File: config.mk
export PLATFORM = sky130hd
export DESIGN_NAME = fetch_ctrl
export DESIGN_NICKNAME = d
export VERILOG_FILES = /design/src/rtl/fetch_pkg.sv /design/src/rtl/fetch_pc.sv /design/src/rtl/fetch_ctrl.sv
export SDC_FILE = /design/constraint.sdc
export NUM_CORES = 1
export LEC_CHECK = 0
export ABC_AREA = 1
export BUFFER_PORTS_ARGS = -buffer_cell sky130_fd_sc_hd__buf_4
export CAP_MARGIN = 10
export CORE_MARGIN = 2
export CORE_UTILIZATION = 51
export DETAILED_ROUTE_END_ITERATION = 16
export HOLD_SLACK_MARGIN = 0.08
export MAX_ROUTING_LAYER = met4
export PLACE_DENSITY = 0.93
export RECOVER_POWER = 50
export SLEW_MARGIN = 25
export SYNTH_ARGS = -nofsm -noshare
export SYNTH_HDL_FRONTEND = slang
export SYNTH_HIERARCHICAL = 1
export SYNTH_SLANG_ARGS = --single-unit
File: constraint.sdc
create_clock -name clk -period 2.1 [get_ports clk]
set_clock_uncertainty 0.05 [all_clocks]
set_input_delay 0.42 -clock clk [delete_from_list [all_inputs] [get_ports clk]]
set_output_delay 0.42 -clock clk [all_outputs]
set_load 0.1 [all_outputs]
File: src/rtl/fetch_pkg.sv
// Shared types and constants for the instruction fetch controller.
// Used by fetch_pc and fetch_ctrl.
package fetch_pkg;

  typedef enum logic [2:0] {
    IDLE,
    ISSUE,
    WAIT,
    HOLD,
    HALTED
  } state_t;

  localparam logic [1:0] FETCH_IDLE = 2'b00;
  localparam logic [1:0] FETCH_RD   = 2'b01;

  localparam logic [7:0] HALT_OPCODE_DEF = 8'hFF;
  localparam logic [7:0] START_ADDR_DEF  = 8'h00;

  // One-hot-by-construction PC update requests from the FSM.
  typedef struct packed {
    logic load_start;
    logic load_jump;
    logic inc;
  } pc_ctrl_t;

endpackage

File: src/rtl/fetch_pc.sv
// Program counter: reload to START_ADDR, jump redirect, or increment with
// natural 8-bit wrap. Priority is start > jump > increment.
module fetch_pc
  import fetch_pkg::*;
#(
  parameter logic [7:0] START_ADDR = START_ADDR_DEF
) (
  input  logic       clk,
  input  logic       rst_n,
  input  pc_ctrl_t   i_ctrl,
  input  logic [7:0] i_jump_addr,
  output logic [7:0] o_pc
);

  logic [7:0] r_pc;

  // NOTE: sequential state uses non-blocking assignments so every flop sees pre-edge values.
  always_ff @(posedge clk or negedge rst_n) begin
    if (!rst_n) begin
      r_pc <= START_ADDR;
    end else if (i_ctrl.load_start) begin
      r_pc <= START_ADDR;
    end else if (i_ctrl.load_jump) begin
      r_pc <= i_jump_addr;
    end else if (i_ctrl.inc) begin
      r_pc <= r_pc + 8'd1;
    end
  end

  assign o_pc = r_pc;

endmodule

File: src/rtl/fetch_ctrl.sv
// Instruction fetch sequencer: issues a read, captures the registered data,
// and hands it to the decoder over valid/ready. Jump redirect is compiled in
// only when FETCH_JUMP_EN is defined.
module fetch_ctrl
  import fetch_pkg::*;
#(
  parameter logic [7:0] HALT_OPCODE = HALT_OPCODE_DEF,
  parameter logic [7:0] START_ADDR  = START_ADDR_DEF
) (
  input  logic       clk,
  input  logic       rst_n,
  input  logic       start,
  output logic [7:0] iAddr,
  output logic [1:0] FETCH,
  input  logic [7:0] instr,
  output logic [7:0] ir,
  output logic       ir_valid,
  input  logic       ir_ready,
  input  logic       jump_req,
  input  logic [7:0] jump_addr,
  input  logic       halt_req,
  output logic       busy,
  output logic       halted
);

  state_t     r_state;
  state_t     w_next;
  logic [7:0] r_ir;
  logic [7:0] w_pc;
  pc_ctrl_t   w_pc_ctrl;
  logic       w_ir_load;
  logic [1:0] w_fetch;
  logic       w_handshake;
  logic       w_halt_now;
  logic       w_jump_req;
  logic [7:0] w_jump_addr;

`ifdef FETCH_JUMP_EN
  assign w_jump_req  = jump_req;
  assign w_jump_addr = jump_addr;
`else
  // Ports stay on the boundary so both builds share one pinout.
  logic w_unused_jump;
  assign w_jump_req    = 1'b0;
  assign w_jump_addr   = 8'h00;
  assign w_unused_jump = ^{jump_req, jump_addr};
`endif

  assign w_handshake = (r_state == HOLD) && ir_ready;
  assign w_halt_now  = (r_ir == HALT_OPCODE) || halt_req;

  // NOTE: every combinational output gets a default first, so no path can infer a latch.
  always_comb begin
    w_next    = r_state;
    w_fetch   = FETCH_IDLE;
    w_ir_load = 1'b0;
    w_pc_ctrl = '0;
    case (r_state)
      IDLE, HALTED: begin
        if (start) begin
          w_pc_ctrl.load_start = 1'b1;
          w_next               = ISSUE;
        end
      end
      ISSUE: begin
        w_fetch = FETCH_RD;
        w_next  = WAIT;
      end
      WAIT: begin
        w_ir_load     = 1'b1;
        w_pc_ctrl.inc = 1'b1;
        w_next        = HOLD;
      end
      HOLD: begin
        if (w_handshake) begin
          // Jump still loads the PC when the same handshake also halts.
          w_pc_ctrl.load_jump = w_jump_req;
          w_next              = w_halt_now ? HALTED : ISSUE;
        end
      end
      default: w_next = IDLE;
    endcase
  end

  always_ff @(posedge clk or negedge rst_n) begin
    if (!rst_n) begin
      r_state <= IDLE;
    end else begin
      r_state <= w_next;
    end
  end

  // ir only changes in WAIT, so it is stable for the whole HOLD window.
  always_ff @(posedge clk or negedge rst_n) begin
    if (!rst_n) begin
      r_ir <= 8'h00;
    end else if (w_ir_load) begin
      r_ir <= instr;
    end
  end

  fetch_pc #(
    .START_ADDR (START_ADDR)
  ) u_pc (
    .clk         (clk),
    .rst_n       (rst_n),
    .i_ctrl      (w_pc_ctrl),
    .i_jump_addr (w_jump_addr),
    .o_pc        (w_pc)
  );

  assign iAddr    = w_pc;
  assign FETCH    = w_fetch;
  assign ir       = r_ir;
  assign ir_valid = (r_state == HOLD);
  assign busy     = (r_state == ISSUE) || (r_state == WAIT) || (r_state == HOLD);
  assign halted   = (r_state == HALTED);

endmodule

; ---- Word level (Yosys, flattened, before mapping)
; Index checks and enable logic that the tools add are counted.
[word_totals]
ff_bits = 19
[op_classes]
addsub = 1
n_eq_ne = 7
muxes = 10
reduce_logical = 8
[ops]
columns = operator, n
row1 = two-way mux 8 bit, 2
row2 = one-hot mux 3 bit (4 select lines), 1
row3 = two-way mux 3 bit, 3
row4 = "adder 8 x 1 -> 8 bit, second input constant", 1
row5 = "equality test 8 bit, second input constant", 1
row6 = "equality test 3 x 2 -> 1 bit, second input constant", 2
row7 = two-way mux 1 bit, 4
row8 = "equality test 3 x 1 -> 1 bit, second input constant", 1
row9 = "equality test 3 bit, second input constant", 1
row10 = zero test 3 bit, 1
row11 = logical OR 1 bit, 3
row12 = "!= test 2 x 1 -> 1 bit, second input constant", 1
row13 = "!= test 2 bit, second input constant", 1
row14 = AND reduction 2 bit, 1
row15 = nonzero test 2 bit, 1
row16 = OR reduction 2 bit, 1
row17 = logical AND 1 bit, 1

; ---- Logic depth before layout (Yosys ltp)
[logic_depth]
word_depth = 5
ltp_mapped = 9
ltp_nobuf = 9

; ---- Hierarchy
; The synthesis kept the hierarchy.
[modules_own_cells]
columns = mod, n_inst, cells_each, area_each_um2
row1 = fetch_pc, 1, 84, 563.0
row2 = fetch_ctrl, 1, 73, 551.8

; ---- Worst setup path after synthesis
; Ideal clock, no wire load.
[synth_timing]
path_type = register to output
start = reg r_state[0]
end = out halted
arrival_time_ns = 1.928
slack_ns = -0.298
stages_incl_launch_ff = 4
cell_sequence = dfrtp_1 nor2_1 inv_1 nor2_1
[synth_between]
elab_chain_cells = 1
[synth_lines]
columns = item, line
row1 = from (decl), fetch_ctrl.sv:26  ; state_t r_state;
row2 = from (signal assigned), fetch_ctrl.sv:89  ; r_state <= w_next;
row3 = equality test 3 bit, fetch_ctrl.sv:117  ; assign halted = (r_state == HALTED);
row4 = to (decl), fetch_ctrl.sv:23  ; output logic halted
; No other way between the ends.

; ---- Final worst setup path
; Ends and elaborated chain as after synthesis.

==> out/qor_table.md <==
| Step | Metric | This run |
|:---|:---|:---|
| synthesis | Distinct cell type count after synthesis | 23 |
| clock tree | Clock sink total | 19 |
| timing | Unrepaired setup endpoints after global routing | false |
| synthesis | Library cell with the highest instance count after synthesis | sky130_fd_sc_hd__nand2_1 |
| critical path | CP peak stage delay | 440 ps |
| floorplan | Starting Density | 55.7% |
| detailed routing | Final Routed Wirelength | 2420 um |
| synthesis | Yosys warning total | 6 |
| clock tree | CTS tree | done |
| critical path | Element type at the critical path end | output pin |
| final layout | # fillers | 177 |
| synthesis | Primary flip-flop cell chosen by synthesis mapping | sky130_fd_sc_hd__dfrtp_1 |
| global route | First-pass GRT wire length | 4150 um |
| synthesis | Combinational family with the most area after synthesis | simple AND/OR/NAND/NOR gates |
| clock tree | Inserted Clock Buffers | 3 |
| timing | Setup TNS Final | 0 ps |
| global route | Met1 Usage GRT | 24.9% |
| final layout | Cell area after layout | 1440 sq um |
| synthesis | Synthesized area | 1110 sq um |
| critical path | Critical Path Source Type | flop |
| synthesis | Fraction of synthesized cell area taken by the top area cell type | 42.6% |
| synthesis | Top cells by area in the synthesized netlist | sky130_fd_sc_hd__dfrtp_1 (43%), sky130_fd_sc_hd__nand2_1 (22%), sky130_fd_sc_hd__nor2_1 (7.1%) |
| critical path | Class of the most critical setup path | reg2out |
| final layout | Multi-input combinational cell area | 599 sq um |
| final layout | ANT cells | 0 |
| synthesis | Post-synthesis cell count | 157 |
| synthesis | Synth Area in Adders | 1.12% |
| floorplan | Die height | 50.8 um |
| floorplan | FP Rows | 16 |
| detailed routing | Number of DRC violations after detailed routing | 0 |
| global route | Vias in the first global route | 1,008 |
| floorplan | Count of pins on the block boundary | 43 |
| synthesis | Fraction of the yosys area taken by sequential cells | 42.6% |
| placement | Quantity of I/O buffers inserted on ports | 32 |
| clock tree | Clock-pin slew on the worst setup and hold paths | 110 ps |
| global route | Peak-usage layer in the global routing report | met2 |
| synthesis | Share of synthesized flip-flops with an asynchronous set or reset | 100% |
| global route | Met3 layer usage reported by global route | 2.68% |
| clock tree | CTS max path bufs | 2 |
| timing | Slew at the pin with the worst max-slew slack | 1030 ps |
| detailed routing | Per-cell via count in the routed design | 4.62 |
| synthesis | Area share of and/or/nand/nor cells after synthesis | 41.6% |
| timing | Number of hold violations in the final report | 0 |
| global route | Global-route met2 utilization | 38.2% |
| floorplan | Die outline area | 2580 sq um |
| run | Max-capacitance violation count | 0 |
| floorplan | Die Width | 50.8 um |
| detailed routing | Drt first-iter violations | 17 |
| synthesis | Parity-gate share of the synthesized area counting xor and xnor cells | 1.57% |
| run status | Outcome | complete, no violations |
| synthesis | Fraction of the mapped netlist area in compound gates | 5.50% |
| synthesis | Mux contribution to synthesized area | 0% |
| detailed routing | Routed length per placed instance | 10.4 um |
| timing | Crit path time final | 1960 ps |
| worst hold path | Class of the tightest hold or removal check | in2reg |
| detailed routing | Post-DRT Antenna Nets | 0 |
| critical path | Signal arrival time at the worst endpoint | 1490 ps |
| global route | Overall track demand over capacity in global routing | 21.9% |
| synthesis | Post-synthesis average cell area | 7.10 sq um |
| global route | Largest net degree at the start of global routing | 20 |
| detailed routing | Vias post-DR | 1,077 |
| final layout | Sequential cell area in the final layout | 475 sq um |
| timing | Final setup violation count | 0 |
| clock tree | CTS Root Buffer Type | sky130_fd_sc_hd__clkbuf_4 |
| synthesis | Post-synth top area cell | sky130_fd_sc_hd__dfrtp_1 |
| global route | Total congestion overflow after global routing | 0 |
| detailed routing | Detailed-router iteration count before antenna repair | 4 |
| critical path | Required time worst endpoint | 1630 ps |
| placement | Hpwl dp | 1880 um |
| timing | Normalized max-slew margin | 31.4% |
| clock tree | Deepest level of the CTS H-tree | 1 |
| critical path | Critical Path, Cell by Cell | nor2_1 > inv_1 > nor2_2 > buf_4 |
| global route | Antenna violations before repair | 0 |
| clock tree | Post-CTS setup repair buffer count | 0 |
| timing | Final-report max-slew violation count | 0 |
| timing | Post-route fraction of the period consumed by the critical path | 93.2% |
| critical path | Cell with the largest stage delay on the worst path | sky130_fd_sc_hd__dfrtp_1 |
| floorplan | Core area | 2000 sq um |
| final layout | Fraction of final layout cells with drive strength greater than 1 | 25.7% |
| final layout | Fin util | 72.1% |
| timing | Highest attainable clock frequency | 511 MHz |
| synthesis | Number of enable-type register cells in the synthesized netlist | 0 |
| placement | Routability cong. | 0.842 |
| clock tree | Clock insertion delay at the later pin of the skew report | 300 ps |
| final layout | Number of nets in the finished design | 230 |
| synthesis | Most instantiated cells after synthesis | sky130_fd_sc_hd__nand2_1 (66), sky130_fd_sc_hd__nor2_1 (21), sky130_fd_sc_hd__dfrtp_1 (19) |
| synthesis | #FFs+latches synth | 19 |
| critical path | Crit-path max FO | 4 |
| final layout | Area growth syn-to-layout | 29.5% |
| placement | Post-place instance area | 1430 sq um |
-- critical path, delay by kind of cell, from the launching register on --
kind                   cells  cell delay [ps]
and+or+nand+nor            2              340
DFF                        1              440
buffers and inverters      2              410
-- layout make-up --
| cell class | count | share of cell area, % |
|---|---|---|
| multi-input cells | 135 | 41.5 |
| flip-flops and latches | 19 | 32.9 |
| repair buffers | 33 | 17.1 |
| inverters | 15 | 4.25 |
| well taps | 27 | 2.34 |
| clock buffers | 3 | 1.56 |
| clock inverters | 1 | 0.347 |
-- stage by stage --
stage	hold WS [ps]	worst slack [ps]	std cells
after floorplan	74.4	121	171
after global placement	255	519	228
after detailed placement	263	479	228
after CTS	248	127	233
after global routing	246	51.8	233
final	256	142	233
-- state kept, by name, summed over array words and instances, names as in the netlist --
register / flops
u_pc/o_pc: 8
r_state: 3
ir: 8
-- cells by family (layout without fill, tap and decap cells) --
family / after synthesis / count (layout)
AND/OR/NAND/NOR: 107 / 107
flip-flops: 19 / 19
buffers and inverters: 17 / 52
AO/OA/AOI/OAI: 10 / 10
XOR/XNOR: 2 / 2
adder cells (fa/ha/maj): 1 / 1
other: 1 / 15
-- placed cells by master, fill, tap and decap left out, types with 2 or more instances in the layout --
| master | instances |
|---|---|
| sky130_fd_sc_hd__nor2_2 | 9 |
| sky130_fd_sc_hd__buf_4 | 31 |
| sky130_fd_sc_hd__inv_2 | 2 |
| sky130_fd_sc_hd__conb_1 | 15 |
| sky130_fd_sc_hd__nand2_1 | 68 |
| sky130_fd_sc_hd__o21ai_0 | 2 |
| sky130_fd_sc_hd__dfrtp_1 | 19 |
| sky130_fd_sc_hd__clkbuf_4 | 3 |
| sky130_fd_sc_hd__nand2_2 | 2 |
| sky130_fd_sc_hd__o21ai_2 | 2 |
| sky130_fd_sc_hd__nand3_2 | 2 |
| sky130_fd_sc_hd__inv_1 | 12 |
| sky130_fd_sc_hd__o21ai_1 | 4 |
| sky130_fd_sc_hd__nand3_1 | 5 |
| sky130_fd_sc_hd__xor2_1 | 2 |
| sky130_fd_sc_hd__nor2_1 | 20 |
-- repair_timing --
item | 4_1_cts | 5_1_grt
hold buffers | 1 | 0
resized for setup | 0 | 0
endpoints found under the hold margin | 19 | 0
-- worst paths after layout --
path | startpoint | endpoint | slack (ps) | depth (start not counted)
max | r_state[0] | halted | 140 | 4
min | instr[3] | ir[3] | 260 | 3
max reg2reg | r_state[1] | u_pc/o_pc[2] | 340 | 8
min reg2reg | ir[6] | ir[6] | 480 | 2
max in group asynchronous | rst_n | ir[4] | 610 | 2
min in group asynchronous | rst_n | u_pc/o_pc[2] | 750 | 2
-- routing by layer --
layer | vias up | share of wire (%)
met4 | 0 | 1.7
met1 | 476 | 42
met5 | - | 0
li1 | 561 | -
met2 | 34 | 52
met3 | 6 | 4.0
Power is left out: the tool's default activity adds up to more than one toggle a clock period on the data nets, which glitch-free logic cannot reach.
